<file path="src/rtl/pipeline_hazard_ctrl.sv">
// ---------------------------------------------------------------------------
// pipeline_hazard_ctrl
//
// Purpose:
//   Sequences a 5-stage pipeline around the execute stage. Produces the enable
//   and flush controls for the IF/ID, ID/EX, EX/MEM and MEM/WB latches, plus the
//   PC enable and redirect. Stall and flush causes:
//     - load-use hazards between the load in EX and its consumer in ID
//     - taken branches and jumps, which are resolved in EX
//     - instruction-fetch (ihit) and data-access (dhit) waits
//   A halt reaching WB is latched until reset. Two saturating performance
//   counters record stall cycles and taken redirects.
//
// Ports:
//   CLK, nRST            clock (rising edge), asynchronous active-low reset
//   ihit, dhit           fetch / data access completes this cycle
//   mem_dREN, mem_dWEN   load / store in MEM
//   ex_dREN, ex_regDst   load in EX and its destination register
//   id_rs, id_rt,
//   id_rs_used,
//   id_rt_used           ID source registers and whether they are read
//   ex_branch, ex_bne,
//   ex_equal, ex_jump    control-flow information from EX
//   wb_halt              halt instruction in WB
//   pc_en, pc_redirect   PC update enable / take the EX target
//   ifid_en, ifid_flush  IF/ID latch enable / load a bubble
//   idex_en, idex_flush  ID/EX latch enable / load a bubble
//   exmem_en, memwb_en   EX/MEM and MEM/WB latch enables
//   dmem_req             data request to the cache
//   halted               sticky halt
//   stall_cnt            cycles with pc_en=0 while not halted (saturating)
//   flush_cnt            taken redirects (saturating)
//   dbg_state            current FSM state (0=RUN, 1=MEMWAIT, 2=HALT)
// ---------------------------------------------------------------------------
module pipeline_hazard_ctrl #(
    parameter int CNT_W = 32
) (
    input  logic             CLK,
    input  logic             nRST,
    input  logic             ihit,
    input  logic             dhit,
    input  logic             mem_dREN,
    input  logic             mem_dWEN,
    input  logic             ex_dREN,
    input  logic [4:0]       ex_regDst,
    input  logic [4:0]       id_rs,
    input  logic [4:0]       id_rt,
    input  logic             id_rs_used,
    input  logic             id_rt_used,
    input  logic             ex_branch,
    input  logic             ex_bne,
    input  logic             ex_equal,
    input  logic             ex_jump,
    input  logic             wb_halt,
    output logic             pc_en,
    output logic             pc_redirect,
    output logic             ifid_en,
    output logic             ifid_flush,
    output logic             idex_en,
    output logic             idex_flush,
    output logic             exmem_en,
    output logic             memwb_en,
    output logic             dmem_req,
    output logic             halted,
    output logic [CNT_W-1:0] stall_cnt,
    output logic [CNT_W-1:0] flush_cnt,
    output logic [1:0]       dbg_state
);

    typedef enum logic [1:0] {
        ST_RUN     = 2'd0,
        ST_MEMWAIT = 2'd1,
        ST_HALT    = 2'd2
    } state_t;

    state_t            state_q, state_d;
    logic              served_q, served_d;
    logic [CNT_W-1:0]  stall_cnt_q, stall_cnt_d;
    logic [CNT_W-1:0]  flush_cnt_q, flush_cnt_d;

    logic mem_acc;
    logic not_halt;
    logic adv;
    logic taken;
    logic lduse;

    // Data handshake: dmem_req is the request (valid) toward the cache and
    // dhit is its completion (ready). An access completes in any cycle where
    // dmem_req and dhit are both high. Once completed, served holds the result
    // so the request drops even if the pipeline cannot advance yet (waiting on
    // ihit). served clears when MEM/WB finally captures that access.
    always_comb begin
        mem_acc  = mem_dREN | mem_dWEN;
        not_halt = (state_q != ST_HALT);
        // nRST is folded in so every output is 0 while reset is asserted.
        adv      = nRST & ihit & (~mem_acc | dhit | served_q) & not_halt;
        taken    = ex_jump | (ex_branch & (ex_equal ^ ex_bne));
        // r0 is hardwired to zero, so a load targeting it never creates a hazard.
        lduse    = ex_dREN & (ex_regDst != 5'd0) &
                   ((id_rs_used & (id_rs == ex_regDst)) |
                    (id_rt_used & (id_rt == ex_regDst)));
    end

    // Latch and PC control, in priority order: no advance, redirect, load-use.
    always_comb begin
        pc_en       = 1'b0;
        pc_redirect = 1'b0;
        ifid_en     = 1'b0;
        ifid_flush  = 1'b0;
        idex_en     = 1'b0;
        idex_flush  = 1'b0;
        exmem_en    = 1'b0;
        memwb_en    = 1'b0;
        if (adv) begin
            exmem_en = 1'b1;
            memwb_en = 1'b1;
            idex_en  = 1'b1;
            if (taken) begin
                // Redirect squashes the ID instruction as well, so a load-use
                // stall on it would be pointless.
                pc_en       = 1'b1;
                pc_redirect = 1'b1;
                ifid_en     = 1'b1;
                ifid_flush  = 1'b1;
                idex_flush  = 1'b1;
            end else if (lduse) begin
                // Hold PC and IF/ID; inject one bubble into EX. Next cycle the
                // load sits in MEM and forwarding covers the dependency.
                idex_flush = 1'b1;
            end else begin
                pc_en   = 1'b1;
                ifid_en = 1'b1;
            end
        end
    end

    always_comb begin
        dmem_req  = nRST & mem_acc & ~served_q & not_halt;
        halted    = nRST & (state_q == ST_HALT);
        stall_cnt = stall_cnt_q;
        flush_cnt = flush_cnt_q;
        dbg_state = state_q;
    end

    // FSM next state.
    always_comb begin
        state_d = state_q;
        case (state_q)
            ST_RUN: begin
                if (wb_halt & memwb_en)
                    state_d = ST_HALT;
                else if (mem_acc & ~dhit & ~served_q)
                    state_d = ST_MEMWAIT;
            end
            ST_MEMWAIT: begin
                if (wb_halt)
                    state_d = ST_HALT;
                else if (dhit)
                    state_d = ST_RUN;
            end
            ST_HALT: state_d = ST_HALT;
            default: state_d = ST_RUN;
        endcase
    end

    // served and the counters.
    always_comb begin
        served_d = served_q;
        if (memwb_en)
            served_d = 1'b0;             // clear wins over a same-cycle set
        else if (dhit & mem_acc)
            served_d = 1'b1;

        stall_cnt_d = stall_cnt_q;
        if (~pc_en & not_halt & (stall_cnt_q != {CNT_W{1'b1}}))
            stall_cnt_d = stall_cnt_q + CNT_W'(1);

        flush_cnt_d = flush_cnt_q;
        if (pc_redirect & (flush_cnt_q != {CNT_W{1'b1}}))
            flush_cnt_d = flush_cnt_q + CNT_W'(1);
    end

    always_ff @(posedge CLK or negedge nRST) begin
        if (!nRST) begin
            state_q     <= ST_RUN;
            served_q    <= 1'b0;
            stall_cnt_q <= '0;
            flush_cnt_q <= '0;
        end else begin
            state_q     <= state_d;
            served_q    <= served_d;
            stall_cnt_q <= stall_cnt_d;
            flush_cnt_q <= flush_cnt_d;
        end
    end

endmodule

</file>
<file path="config.mk">
export PLATFORM = sky130hd
export DESIGN_NAME = pipeline_hazard_ctrl
export DESIGN_NICKNAME = d
export VERILOG_FILES = /design/src/rtl/pipeline_hazard_ctrl.sv
export SDC_FILE = /design/constraint.sdc
export NUM_CORES = 1
export LEC_CHECK = 0
export BUFFER_PORTS_ARGS = -buffer_cell sky130_fd_sc_hd__buf_4
export CORE_ASPECT_RATIO = 0.5
export CORE_UTILIZATION = 47
export CTS_BUF_LIST = sky130_fd_sc_hd__clkbuf_16
export DETAILED_ROUTE_END_ITERATION = 16
export PLACE_DENSITY_LB_ADDON = 0.3
export SETUP_SLACK_MARGIN = 0.2
export SLEW_MARGIN = 5
export SYNTH_ARGS = -nofsm -noshare
export SYNTH_HDL_FRONTEND = slang
export SYNTH_SLANG_ARGS = --single-unit
</file>
<file path="constraint.sdc">
create_clock -name CLK -period 2.3 [get_ports CLK]
set_clock_uncertainty 0.15 [all_clocks]
set_input_delay 0.69 -clock CLK [delete_from_list [all_inputs] [get_ports CLK]]
set_output_delay 0.69 -clock CLK [all_outputs]
set_load 0.01 [all_outputs]
</file>
==> metrics.json <==
{
  "status": {
    "run_status": "finished, violations left",
    "violations": "setup timing"
  },
  "floorplanning": {
    "placeableCoreArea_sq_mm": 0.00694,
    "initial_utilization_pct": 50.6,
    "io_pins": 105,
    "die_h_um": 63.1,
    "floorplan.rows": 21,
    "die_w_um": 124,
    "dieArea_sq_mm": 0.00784
  },
  "grt": {
    "gr-max-usage-layer": "met2",
    "grt_use_met2_pct": 48.3,
    "number_of_global_route_vias_before_repair": 3371,
    "wire_length_of_the_first_global_routing_pass_um": 16400,
    "grt.met3_usage_pct": 7.56,
    "met1_usage_pct": 29.8,
    "grt_util_all_layers_pct": 26.9,
    "grt_max_degree": 61,
    "antenna_found_initial": 0,
    "grt_overflow_total": 0
  },
  "power": {
    "report.power.total_mw": 4.29,
    "cell_internal_pwr_mw": 2.90,
    "combinationalPowerShare_pct": 40.5,
    "p_leak_nw": 2.77,
    "peak_ir_drop_on_the_vdd_network_v": 0.000651,
    "power_frac_clock_pct": 27.3,
    "p_switching_mw": 1.39,
    "power_switching_share_pct": 32.4,
    "share_seq_of_total_power_pct": 32.2,
    "p_per_area_mw_per_mm2": 747
  },
  "min_path": {
    "min-delay-path-class": "input port to asynchronous set/reset pin"
  },
  "setup_path": {
    "timing.critical_path.fanout_max": 3,
    "slowest_library_cell_on_the_worst_path": "sky130_fd_sc_hd__nor4_4",
    "worst_r2r_startpoint": "stall_cnt[1]",
    "worstPathRequired_ns": 1.46,
    "worst_path_largest_cell_delay_ns": 0.34,
    "critPathLaunchType": "input port",
    "end_kind": "primary output",
    "critPathLaunch": "id_rs[1]",
    "critical_path.cell_chain": "buf_8 > xor2_4 > nor4_4 > a22oi_2 > o31ai_2 > buf_4",
    "criticalPathCategory": "input port to primary output",
    "timing.critical_path.max_delay_family": "compound AO/OA/AOI/OAI gates",
    "critPathArrivalTime_ns": 1.95,
    "total_buffers_and_inverters_traversed_by_the_critical_path": 2
  },
  "placement": {
    "globalplace.congestion": 0.858,
    "detailed_place_hpwl_um": 6750,
    "port-buffer-count": 104,
    "placed_area_sq_mm": 0.00486
  },
  "synthesis": {
    "seq_area_frac_synth_pct": 47.8,
    "synthesis.area_per_instance_sq_um": 10.7,
    "ys_flop_type": "sky130_fd_sc_hd__dfrtp_1",
    "post_synth_main_area_contributors": "sky130_fd_sc_hd__dfrtp_1 (48%), sky130_fd_sc_hd__xnor2_1 (11%), sky130_fd_sc_hd__xor2_1 (7.0%)",
    "async_flop_share_pct": 100,
    "synthDominantAreaCellType": "sky130_fd_sc_hd__dfrtp_1",
    "number_of_synthesized_register_bits": 67,
    "ys_types": 47,
    "synth_most_common_cell": "sky130_fd_sc_hd__dfrtp_1",
    "synth_top_cell_area_share_pct": 47.8,
    "syn-cell-area_sq_mm": 0.00351,
    "yosys_warnings": 0,
    "synthesis.nets": 360,
    "synthesized_netlist_cell_count": 329,
    "synth_top_cells_by_count": "sky130_fd_sc_hd__dfrtp_1 (67), sky130_fd_sc_hd__xnor2_1 (45), sky130_fd_sc_hd__nand4_1 (29)",
    "synth_enable_flop_cells": 0
  },
  "layout": {
    "insertedDiodeCount": 0,
    "design.final.nets": 532,
    "post_route_cells_drive_above_1_share_pct": 51.7,
    "finish.instance_area_sq_mm": 0.00575,
    "final.fill_count": 377,
    "areaGrowthSynthToFinish_pct": 63.7
  },
  "route": {
    "vias_per_cell": 5.57,
    "drt_first_pass_iters": 4,
    "initialDrtViolationCount": 183,
    "detailroute.via_count": 3324,
    "post_drt_wl_per_cell_um": 19.2,
    "antenna_violating_nets_post_route": 0,
    "remaining_drc_errors": 0,
    "wirelength_um": 11400
  },
  "sta": {
    "timing.fmax_mhz": 359,
    "setup_ws_ns": -0.486,
    "relSlewSlack_pct": 48.3,
    "timing_worst_slew_pin_value_ns": 0.775,
    "timing.final.max_slew_violations": 0,
    "setup-violations-final": 41,
    "final.min_clock_period_ns": 2.79,
    "rsz0062_at_grt": "yes",
    "hold_violations": 0,
    "timing.final.crit_share_pct": 121,
    "setup_tns_ns": -11.41
  },
  "clocking": {
    "cts_tree": "built",
    "cts_sinks": 67,
    "htree_num_levels": 3,
    "ctsLongestPathBuffers": 2,
    "root_buffer": "sky130_fd_sc_hd__clkbuf_16",
    "clk_pin_slew_worst_paths_ns": 0.05,
    "cts_hold_buf": 0,
    "tritoncts.num_buffers": 9,
    "clock_insertion_delay_at_the_later_pin_of_the_skew_report_ns": 0.33
  },
  "flow_run": {
    "max_cap_violations": 0
  }
}
## power by group through the flow
stage	Sequential (mW)	Clock (mW)	Combinational, mW
global route	1.39	1.25	1.83
finish	1.38	1.17	1.74
floorplan	1.44	0	0.591
detailed placement	1.39	0	1.23
CTS	1.37	1.19	1.55
global placement	1.38	0	1.19
## worst paths after layout
check,depth (start not counted),slack [ns],to
max,6,-0.49,idex_flush
min reg2reg,1,0.34,stall_cnt[12]
max in group asynchronous,3,0.86,flush_cnt[12]
max reg2reg,9,-0.05,stall_cnt[1]
min,2,0.14,dbg_state[0]
min in group CLK,1,0.34,stall_cnt[12]
## per-stage QoR
step	utilization (%)	setup WS [ns]	hold WS (ns)	instances
detailed placement	70.0	-0.539	0.334	560
floorplan	-	-0.248	0.244	329
finish	82.8	-0.486	0.143	597
global route	82.8	-0.501	0.139	597
global placement	70.0	-0.480	0.320	560
CTS	78.4	-0.397	0.125	590
## flip-flops by register name, indices dropped and copies added, names as in the netlist
register   flops
dbg_state      2
flush_cnt     32
served_q       1
stall_cnt     32
## worst reg2reg max path, stage by stage, from the launching register on
cell and delay, ns:
sky130_fd_sc_hd__dfrtp_1 0.35, sky130_fd_sc_hd__ha_1 0.26, sky130_fd_sc_hd__nand4_1 0.12, sky130_fd_sc_hd__or4_1 0.40
sky130_fd_sc_hd__nor3_1 0.15, sky130_fd_sc_hd__buf_4 0.15, sky130_fd_sc_hd__a211oi_4 0.05, sky130_fd_sc_hd__buf_12 0.18
sky130_fd_sc_hd__buf_12 0.13, sky130_fd_sc_hd__mux2_4 0.29
## kinds of logic after synthesis
logic type	count (synthesis)	share of synthesized area [%]
simple gates	147	24.4
xor+xnor	73	18.2
flops	67	47.8
buf+inv	21	3.96
compound gates	16	3.96
mux	3	0.962
fa+ha+maj	2	0.713
## layout by cell type (no fill, tap or decap), types with 3 or more instances in the layout
cell type and n:
sky130_fd_sc_hd__clkbuf_16 9, sky130_fd_sc_hd__nor3_1 3, sky130_fd_sc_hd__nand3_4 6, sky130_fd_sc_hd__and4_1 5, sky130_fd_sc_hd__nand3_1 9, sky130_fd_sc_hd__buf_12 3
sky130_fd_sc_hd__and2_1 6, sky130_fd_sc_hd__buf_6 23, sky130_fd_sc_hd__nand2_1 20, sky130_fd_sc_hd__nand4_1 29, sky130_fd_sc_hd__and3_1 13, sky130_fd_sc_hd__xnor2_2 9
sky130_fd_sc_hd__xor2_1 24, sky130_fd_sc_hd__nor3_4 3, sky130_fd_sc_hd__o21ai_0 3, sky130_fd_sc_hd__inv_1 7, sky130_fd_sc_hd__nor2_1 9, sky130_fd_sc_hd__clkinv_2 3
sky130_fd_sc_hd__dfrtp_1 65, sky130_fd_sc_hd__xnor2_1 36, sky130_fd_sc_hd__buf_4 143, sky130_fd_sc_hd__nor2_4 8, sky130_fd_sc_hd__buf_8 5, sky130_fd_sc_hd__nand3_2 5
sky130_fd_sc_hd__nor4_4 3, sky130_fd_sc_hd__nand2_2 3
## layer usage
metal	up-vias	wire (um)
li1	1513	-
met1	1674	4390
met2	103	6100
met3	34	483
met4	0	461
met5	-	0
## final cells by class
| type | instances | area, sq um | share of cell area [%] |
|---|---|---|---|
| Clock buffer | 9 | 225 | 3.92 |
| Clock inverter | 6 | 26.3 | 0.457 |
| Inverter | 7 | 33.8 | 0.588 |
| Multi-Input combinational cell | 241 | 2170 | 37.8 |
| Sequential cell | 67 | 1680 | 29.2 |
| Tap cell | 92 | 115 | 2.00 |
| Timing Repair Buffer | 175 | 1500 | 26.0 |
## timing repair
| item | 4_1_cts | 5_1_grt |
|---|---|---|
| pin swaps | 51 | 26 |
| cloned | 2 | 0 |
| endpoints found under the setup margin | 67 | 71 |
| buffers inserted | 13 | 7 |
| resized for setup | 48 | 45 |
(Power assumes the default switching activity.)
